## config.mk

```make
export PLATFORM = sky130hd
export DESIGN_NAME = im_arbiter
export DESIGN_NICKNAME = d
export VERILOG_FILES = /design/src/rtl/im_arbiter.sv
export SDC_FILE = /design/constraint.sdc
export NUM_CORES = 1
export LEC_CHECK = 0
export ABC_CLOCK_PERIOD_IN_PS = 2050
export CAP_MARGIN = 15
export CORE_AREA = 2 2 103 105
export CTS_CLUSTER_SIZE = 16
export DETAILED_ROUTE_END_ITERATION = 7
export DIE_AREA = 0 0 105 107
export GPL_TIMING_DRIVEN = 0
export MAX_ROUTING_LAYER = met4
export PLACE_DENSITY = 0.76
export SETUP_SLACK_MARGIN = 0.2
export SLEW_MARGIN = 15
export SYNTH_ARGS = -nofsm -noshare
export SYNTH_HDL_FRONTEND = slang
export SYNTH_SLANG_ARGS = --single-unit
```

## constraint.sdc

```tcl
create_clock -name clk -period 2.05 [get_ports clk]
set_input_delay 0.205 -clock clk [delete_from_list [all_inputs] [get_ports clk]]
set_output_delay 0.205 -clock clk [all_outputs]
set_load 0.005 [all_outputs]
```

## src/rtl/im_arbiter.sv

```systemverilog
// Shares the single instruction-memory read port between IF and LS: checks addresses,
// gives LS priority with bounded IF starvation, and returns registered data one cycle later.
module im_arbiter #(
    parameter int unsigned NBIT       = 10,
    parameter int unsigned STARVE_MAX = 4
) (
    input  logic        clk,
    input  logic        resetn,
    input  logic        if_req,
    input  logic [31:0] if_addr,
    input  logic        if_flush,
    output logic        if_ack,
    output logic        if_rvalid,
    output logic [31:0] if_rdata,
    output logic        if_err,
    input  logic        ls_req,
    input  logic [31:0] ls_addr,
    output logic        ls_ack,
    output logic        ls_rvalid,
    output logic [31:0] ls_rdata,
    output logic        ls_err,
    output logic [31:0] im_addr,
    input  logic [31:0] im_data
);
    localparam int unsigned      CNT_W      = 4;
    localparam logic [CNT_W-1:0] STARVE_LIM = CNT_W'(STARVE_MAX);
    localparam logic [31:0]      SAFE_ADDR  = 32'h9fc0_0000;
    // Bits between the segment tag and the word index that must be zero
    localparam logic [31:0]      ZERO_MASK  = 32'h000f_ffff & ~((32'h1 << (NBIT + 2)) - 32'h1);

    typedef enum logic [1:0] {
        OWN_NONE,
        OWN_IF,
        OWN_LS
    } owner_e;

    owner_e           r_owner;
    owner_e           w_owner_nxt;
    logic [CNT_W-1:0] r_starve;
    logic [31:0]      r_if_rdata;
    logic             r_if_err;
    logic [31:0]      r_ls_rdata;
    logic             r_ls_err;

    logic             w_if_win;
    logic             w_ls_win;
    logic             w_grant;
    logic             w_addr_ok;
    logic [31:0]      w_gnt_addr;
    logic [31:0]      w_rdata;

    function automatic logic addr_valid(input logic [31:0] a);
        return ((a[31:20] == 12'h9fc) || (a[31:20] == 12'h800))
            && ((a & ZERO_MASK) == 32'h0)
            && (a[1:0] == 2'b00);
    endfunction

    // LS has priority until IF has been denied STARVE_MAX cycles in a row
    assign w_if_win   = if_req && (!ls_req || (r_starve == STARVE_LIM));
    assign w_ls_win   = ls_req && !w_if_win;
    assign w_grant    = w_if_win || w_ls_win;
    assign w_gnt_addr = w_if_win ? if_addr : ls_addr;
    assign w_addr_ok  = addr_valid(w_gnt_addr);
    assign w_rdata    = w_addr_ok ? im_data : 32'h0;

    assign if_ack     = w_if_win;
    assign ls_ack     = w_ls_win;
    assign im_addr    = (w_grant && w_addr_ok) ? w_gnt_addr : SAFE_ADDR;

    assign if_rvalid  = (r_owner == OWN_IF);
    assign ls_rvalid  = (r_owner == OWN_LS);
    assign if_rdata   = r_if_rdata;
    assign if_err     = r_if_err;
    assign ls_rdata   = r_ls_rdata;
    assign ls_err     = r_ls_err;

    always_ff @(posedge clk or negedge resetn) begin
        if (!resetn) begin
            r_owner <= OWN_NONE;
        end else begin
            r_owner <= w_owner_nxt;
        end
    end

    // A flushed IF grant still uses the port but owns no response
    always_comb begin
        w_owner_nxt = OWN_NONE;
        if (w_if_win && !if_flush) begin
            w_owner_nxt = OWN_IF;
        end else if (w_ls_win) begin
            w_owner_nxt = OWN_LS;
        end
    end

    always_ff @(posedge clk or negedge resetn) begin
        if (!resetn) begin
            r_starve <= '0;
        end else if (!if_req || w_if_win) begin
            r_starve <= '0;
        end else if (r_starve != STARVE_LIM) begin
            r_starve <= r_starve + CNT_W'(1);
        end
    end

    always_ff @(posedge clk or negedge resetn) begin
        if (!resetn) begin
            r_if_rdata <= 32'h0;
            r_if_err   <= 1'b0;
            r_ls_rdata <= 32'h0;
            r_ls_err   <= 1'b0;
        end else begin
            if (w_if_win && !if_flush) begin
                r_if_rdata <= w_rdata;
                r_if_err   <= !w_addr_ok;
            end
            if (w_ls_win) begin
                r_ls_rdata <= w_rdata;
                r_ls_err   <= !w_addr_ok;
            end
        end
    end

endmodule

```

==> run metrics, run 1 <==
clock slew at reported path FFs=0.08 ns; IO Port Bufs=187; post-synthesis cell count=~260; final hold violation count=0; CP endpoint kind=output port; worst rel slew slack=between 50% and 60%; worst r2r dst=if_rdata[20]; top achievable clock speed=424.7 MHz; sequential area share after synthesis=55.58%; Worst EP arrival=2.15 ns; Setup Skew=between 0.009 and 0.01 ns; Nets=611; final setup vio count=52; full die area=around 11000 um^2; DR top layer=met4; placed insts=600; starting DRC count in detailed routing=166; largest net degree at the start of global routing=44; status=finished with violations; routability cong.=~0.87; Worst setup SP type=primary input; H-tree Lvls=3; R2R setup slack=-0.16 ns; worst slew pin tran=0.6749 ns; GRT Total Usage=between 20% and 30%; first-pass GRT wire length=17290 um; Setup crit start=ls_addr[15]; mean number of vias per cell=4.847; final WL=roughly 11000 um; ANT nets after route=0; final std cells w/o fill=649; Mapped Area=3242 um^2; Place WS=-0.8976 ns; max-cap check violation count=0; CTS tree=done; Power Density=485.7 nW/um^2; Area Growth Syn to Fin=86.84%; num rows=37; Final Cycle Share=114.9%; Worst VDD drop=0.0003291 V; CTS Buffer Depth=2; # diodes=0; antenna violations before repair=0; post-route minimum period=2.355 ns; Inserted Clock Buffers=9; Static Leak=approximately 2.7 nW; Slew Limit Fails=0; crit path kind=primary input to output port; Sink Count=72; die width=105 um; final worst-path setup slack=-0.3048 ns; Ports=203; core outline area=10090 um^2; library cells used by synthesis=40; Met1 Wirelength=4666 um; DR pass1 iterations=4; met3 WL=934 um; clk_lat worst skew=0.34 ns; syn avg cell area=12.33 um^2; Yosys warnings=0; Starting Density=32.12%; DRC viols=0; RSZ-0062 raised after global routing=yes; share of cells above drive strength 1=24.17%; Vias=3146; Routed wire per std cell=17.53 um; CP Max Fanout=7; Seq cells post-synth=72; worst hold path class=primary input to async pin; worst reg-to-reg path cell count=10; grt total ovfl=0; detailed placement HPWL=8144 um; met2 wire len=5655 um; crit path capture=im_addr[6]; clk root buf=clkbuf_8; Die Y=107 um; vias in the first global route=3247; failing checks=negative setup slack; Reg-to-Reg Start=r_starve[1]; Worst Path Required=1.85 ns
## power by group
group | switching, W | internal (W)
logic | 0.000150 | 0.000226
registers | 0.00000200 | 0.00142
clock network | 0.000542 | 0.000599
## flip-flops by register name, indices dropped and copies added (netlist names)
signal    cells
if_rdata     32
ls_rdata     32
r_starve      4
r_owner       2
if_err        1
ls_err        1
## final cells by class
class | count | area (um^2)
Sequential cell | 72 | 1802
Multi-Input combinational cell | 152 | 1287
Tap cell | 136 | 170.2
Timing Repair Buffer | 221 | 2237
Inverter | 18 | 67.56
Clock inverter | 6 | 67.56
Clock buffer | 10 | 137.6
Buffer | 34 | 287.8
Fill cell | 849 | 4035
## stage by stage
stage                     utilization (%)  cell area, um^2  power (W)  TNS (ns)  hold slack [ns]
final                               60.02             6057   0.002942    -8.356           0.3225
after global routing                60.02             6057   0.003081    -14.93           0.3419
after CTS                           59.37             5992   0.002980    -8.261           0.3189
after detailed placement            53.17             5366   0.001805    -25.74           0.1641
after global placement              53.00             5349   0.001794   -133.39           0.4678
after floorplan                         -             3307   0.001532         0         -0.09059
## synth_stat cells (all sizes together)
library cell	n	area share (%)
nor2b	2	0.39
or3	1	0.19
o22a	7	1.9
xnor2	1	0.27
a2111oi	1	0.85
clkbuf	7	0.81
o21ai	1	0.27
o32ai	10	3.4
a21oi	2	0.31
nor4b	2	0.73
nor2	6	0.69
and4	2	0.54
and2	1	0.19
ha	2	0.77
nand3b	1	0.23
xor2	1	0.27
nor4	6	1.6
a211oi	1	0.62
nor3	4	0.77
nand2b	1	0.19
inv	17	2.0
nand3	2	0.31
a211o	1	0.27
dfrtp	72	56
conb	2	0.23
buf	27	6.6
nand2	14	1.9
a22o	64	17
a21o	1	0.23
clkinv	1	0.12
nand4	3	0.58
## worst min-delay path by stage
stage / to / slack, ns
finish: ls_rdata[14] / 0.32
global route: ls_rdata[14] / 0.34
CTS: ls_rdata[14] / 0.32
detailed placement: if_rdata[14] / 0.16
global placement: r_starve[0] / 0.47
floorplan: if_err / -0.09
## logic make-up (layout without fill, tap and decap cells)
kind of cell | after synthesis | in the layout | share of synthesized area [%]
AOI/OAI and AO/OA | 88 | 88 | 25.13
buffers and inverters | 52 | 289 | 9.456
other | 2 | 15 | 0.2317
adders and majority gates | 2 | 2 | 0.7718
xor gates and xnor gates | 2 | 2 | 0.5404
DFF | 72 | 72 | 55.58
and+or+nand+nor | 45 | 45 | 8.298
## per-layer routing
layer  track usage (%)  vias to the layer above
met3             7.052                       11
li1                  -                     1450
met4             4.095                        0
met5                 -                        -
met2             33.95                      153
met1             24.00                     1532
## worst max-delay path: stages
cell and delay (ns):
clkdlybuf4s50_1 0.43, nor4_2 0.31, nand2_1 0.12, or3_4 0.40
buf_6 0.13, buf_8 0.13, o32ai_1 0.26, buf_2 0.17
## timing repair
action,in CTS,in global routing
pin swaps,17,4
gates resized for setup,121,9
endpoints found under the setup margin,87,85
hold buffers,1,0
cloned,6,0
buffers inserted,22,4
hold endpoints to repair,29,0
## cells in the final DEF (no fill, tap or decap), types with 3 or more instances in the layout
master           instances
inv_2                    3
clkdlybuf4s50_1        162
nor4_2                   3
buf_8                    7
buf_2                   19
o22a_1                   7
bufbuf_16                3
nand2_1                 13
buf_12                   3
o32ai_2                  5
buf_4                   31
dfrtp_1                 72
o32ai_1                  4
inv_1                   14
dlygate4sd2_1            3
buf_6                   15
nand4_1                  3
conb_1                  15
clkbuf_8                11
a22o_1                  64
nor2_1                   6
clkbuf_1                 4
(Power assumes the default switching activity.)
==> run 2: changes to the inputs <==
- GPL_TIMING_DRIVEN: 0 -> default
==> run 2 against run 1 <==
The run still ends with negative setup slack left. Non-clock buffer count down 6. Clock power increased by 11%. Clock skew up 0.0052 ns. First-iteration DRC count up 6.0%. Global-route usage increased by 2.1 points. Sequential power about the same. Die area unchanged. Final cell count is 0.92% lower. Critical endpoint unchanged. Highest routed layer unchanged.
==> run metrics, run 2 (synthesis gave the netlist of run 1 again) <==
Worst Path Required=1.85 ns (about the same); clk root buf=clkbuf_8; CTS Buffer Depth=2 (unchanged); post-route cell area=6145 um^2 (+1.4%); Hold WS=0.4752 ns (+0.1527 ns); CP Max Fanout=6 (-1); Area Growth Syn to Fin=89.54%; status=finished with violations; placed insts=590 (-1.7%); worst reg-to-reg path cell count=12 (+2); full die area=11240 um^2 (unchanged); worst r2r dst=if_rdata[21]; die width=105 um (unchanged); mean number of vias per cell=4.932 (+1.7%); Max stage delay on crit path=0.36 ns (-0.07 ns); PnR Total Power=0.003092 W (+5.1%); R2R setup slack=-0.28 ns (-0.12 ns); worst rel slew slack=41.31% (-14 points); core outline area=10090 um^2 (unchanged); failing checks=negative setup slack; # diodes=0 (unchanged); H-tree Lvls=3 (unchanged); Slew Limit Fails=0 (unchanged); final worst-path setup slack=-0.3264 ns (-0.02165 ns); starting DRC count in detailed routing=176 (+6.0%); final setup vio count=85 (+63%); crit path kind=flop to output port; clk_lat worst skew=0.35 ns (about the same); final std cells w/o fill=643 (-0.92%); DP Area=5326 um^2 (-0.75%); Nets=605 (-0.98%); grt total ovfl=0 (unchanged); Routed wire per std cell=19.18 um (+9.5%); max-cap check violation count=0 (unchanged); Worst path slowest cell=dfrtp_1; IO Port Bufs=187 (unchanged); RSZ-0062 raised after global routing=yes; Power Density=503.3 nW/um^2 (+3.6%); worst hold path class=primary input to flop; Ports=203 (unchanged); CTS tree=done; GRT Total Usage=22.39% (+2.1 points); largest net degree at the start of global routing=73 (+66%); Die Y=107 um (unchanged); total negative slack=-15.75 ns (-7.397 ns); DRC viols=0 (unchanged); share of cells above drive strength 1=24.46% (+0.29 points); num rows=37 (unchanged); Worst VDD drop=0.0002984 V (-9.3%); Starting Density=32.12% (unchanged); final hold violation count=0 (unchanged); commonest non-fill, non-tap cell in the layout=clkdlybuf4s50_1; Reg-to-Reg Start=r_starve[0]; detailed placement HPWL=7592 um (-6.8%); top achievable clock speed=420.8 MHz (-0.91%); final WL=12340 um (+8.4%); worst slew pin tran=0.8803 ns (+0.2055 ns); Vias=3171 (+0.79%); post-route minimum period=2.376 ns (+0.02165 ns); Sink Count=72 (unchanged); most frequent cells in the layout=167 x clkdlybuf4s50_1, 72 x dfrtp_1, 64 x a22o_1; worst path cell trace=inv_1 > ha_2 > nand3b_1 > o21ai_4 > or3_4 > buf_6 > buf_6 > o32ai_2 > buf_2; clock slew at reported path FFs=0.09 ns (about the same); CP endpoint kind=output port; vias in the first global route=3436 (+5.8%); routability cong.=0.8795 (+1.0%); crit path capture=im_addr[6]; Static Leak=2.696 nW (+1.1%); Setup crit start=r_starve[0]; Inserted Clock Buffers=9 (unchanged); ANT nets after route=0 (unchanged); antenna violations before repair=0 (unchanged); first-pass GRT wire length=18770 um (+8.5%); DR pass1 iterations=4 (unchanged); Final Cycle Share=115.9% (+1.1 points); Worst EP arrival=2.17 ns (+0.02 ns); most used cell, CP=buf_6; Setup Skew=0.01448 ns (+0.005217 ns); Worst setup SP type=flop
-- run 2: cell count changes in the layout (fill, tap and decap cells not counted), moves of 3 or more --
cell             before  now
buf_12                3    7
buf_16                2    7
o32ai_2               5    9
buf_8                 7    1
dlygate4sd2_1         3    0
buf_2                19   16
o32ai_1               4    1
clkdlybuf4s50_1     162  167
clkbuf_1              4    0
nor4_1                1    4
-- run 2: where the power goes --
part	total, W	switching [W]	internal, W
combinational	0.000394	0.000152	0.000242
sequential	0.00142	0.00000173	0.00142
clock	0.00127	0.000577	0.000698
-- run 2: per-stage QoR --
step / utilization [%] / setup WS, ns
after global routing: 60.89 / -0.4246
after detailed placement: 52.78 / -0.6545
final: 60.89 / -0.3264
after global placement: 52.78 / -0.5682
after floorplan: - / 0.1346
after CTS: 59.79 / -0.3257
-- run 2: metal layers --
metal | GRT usage, % | part of all wire (%)
met1 | 25.53 | 40
met3 | 5.957 | 7.2
met4 | 5.048 | 1.1
met5 | - | 0
met2 | 39.61 | 52
-- run 2: final cells by class --
| type | instances | area, um^2 |
|---|---|---|
| Fill cell | 834 | 3948 |
| Multi-Input combinational cell | 152 | 1285 |
| Timing Repair Buffer | 249 | 2594 |
| Inverter | 18 | 67.56 |
| Sequential cell | 72 | 1802 |
| Clock inverter | 7 | 102.6 |
| Tap cell | 136 | 170.2 |
| Clock buffer | 9 | 123.9 |
-- run 2: what timing repair did --
action / in CTS / in global routing
pin swaps: 9 / 3
hold buffers: 1 / 0
setup endpoints to repair: 85 / 86
endpoints found under the hold margin: 10 / 0
setup buffers: 21 / 5
resized for setup: 106 / 15
gates cloned: 9 / 1
-- run 2: how the worst min path moves through the flow --
stage | start | endpoint | cells past startpoint
final | im_data[24] | ls_rdata[24] | 2
after global routing | im_data[13] | if_rdata[13] | 2
after CTS | im_data[24] | ls_rdata[24] | 2
after detailed placement | resetn | if_rdata[13] | 1
after global placement | resetn | if_rdata[14] | 1
after floorplan | resetn | if_err | 0
-- run 2: critical path, delay by kind of cell (launching register included) --
kind	cells	cell delay, ns
compound gates	2	0.33
fa+ha+maj	1	0.16
buf+inv	4	0.47
flops	1	0.36
simple gates	2	0.51
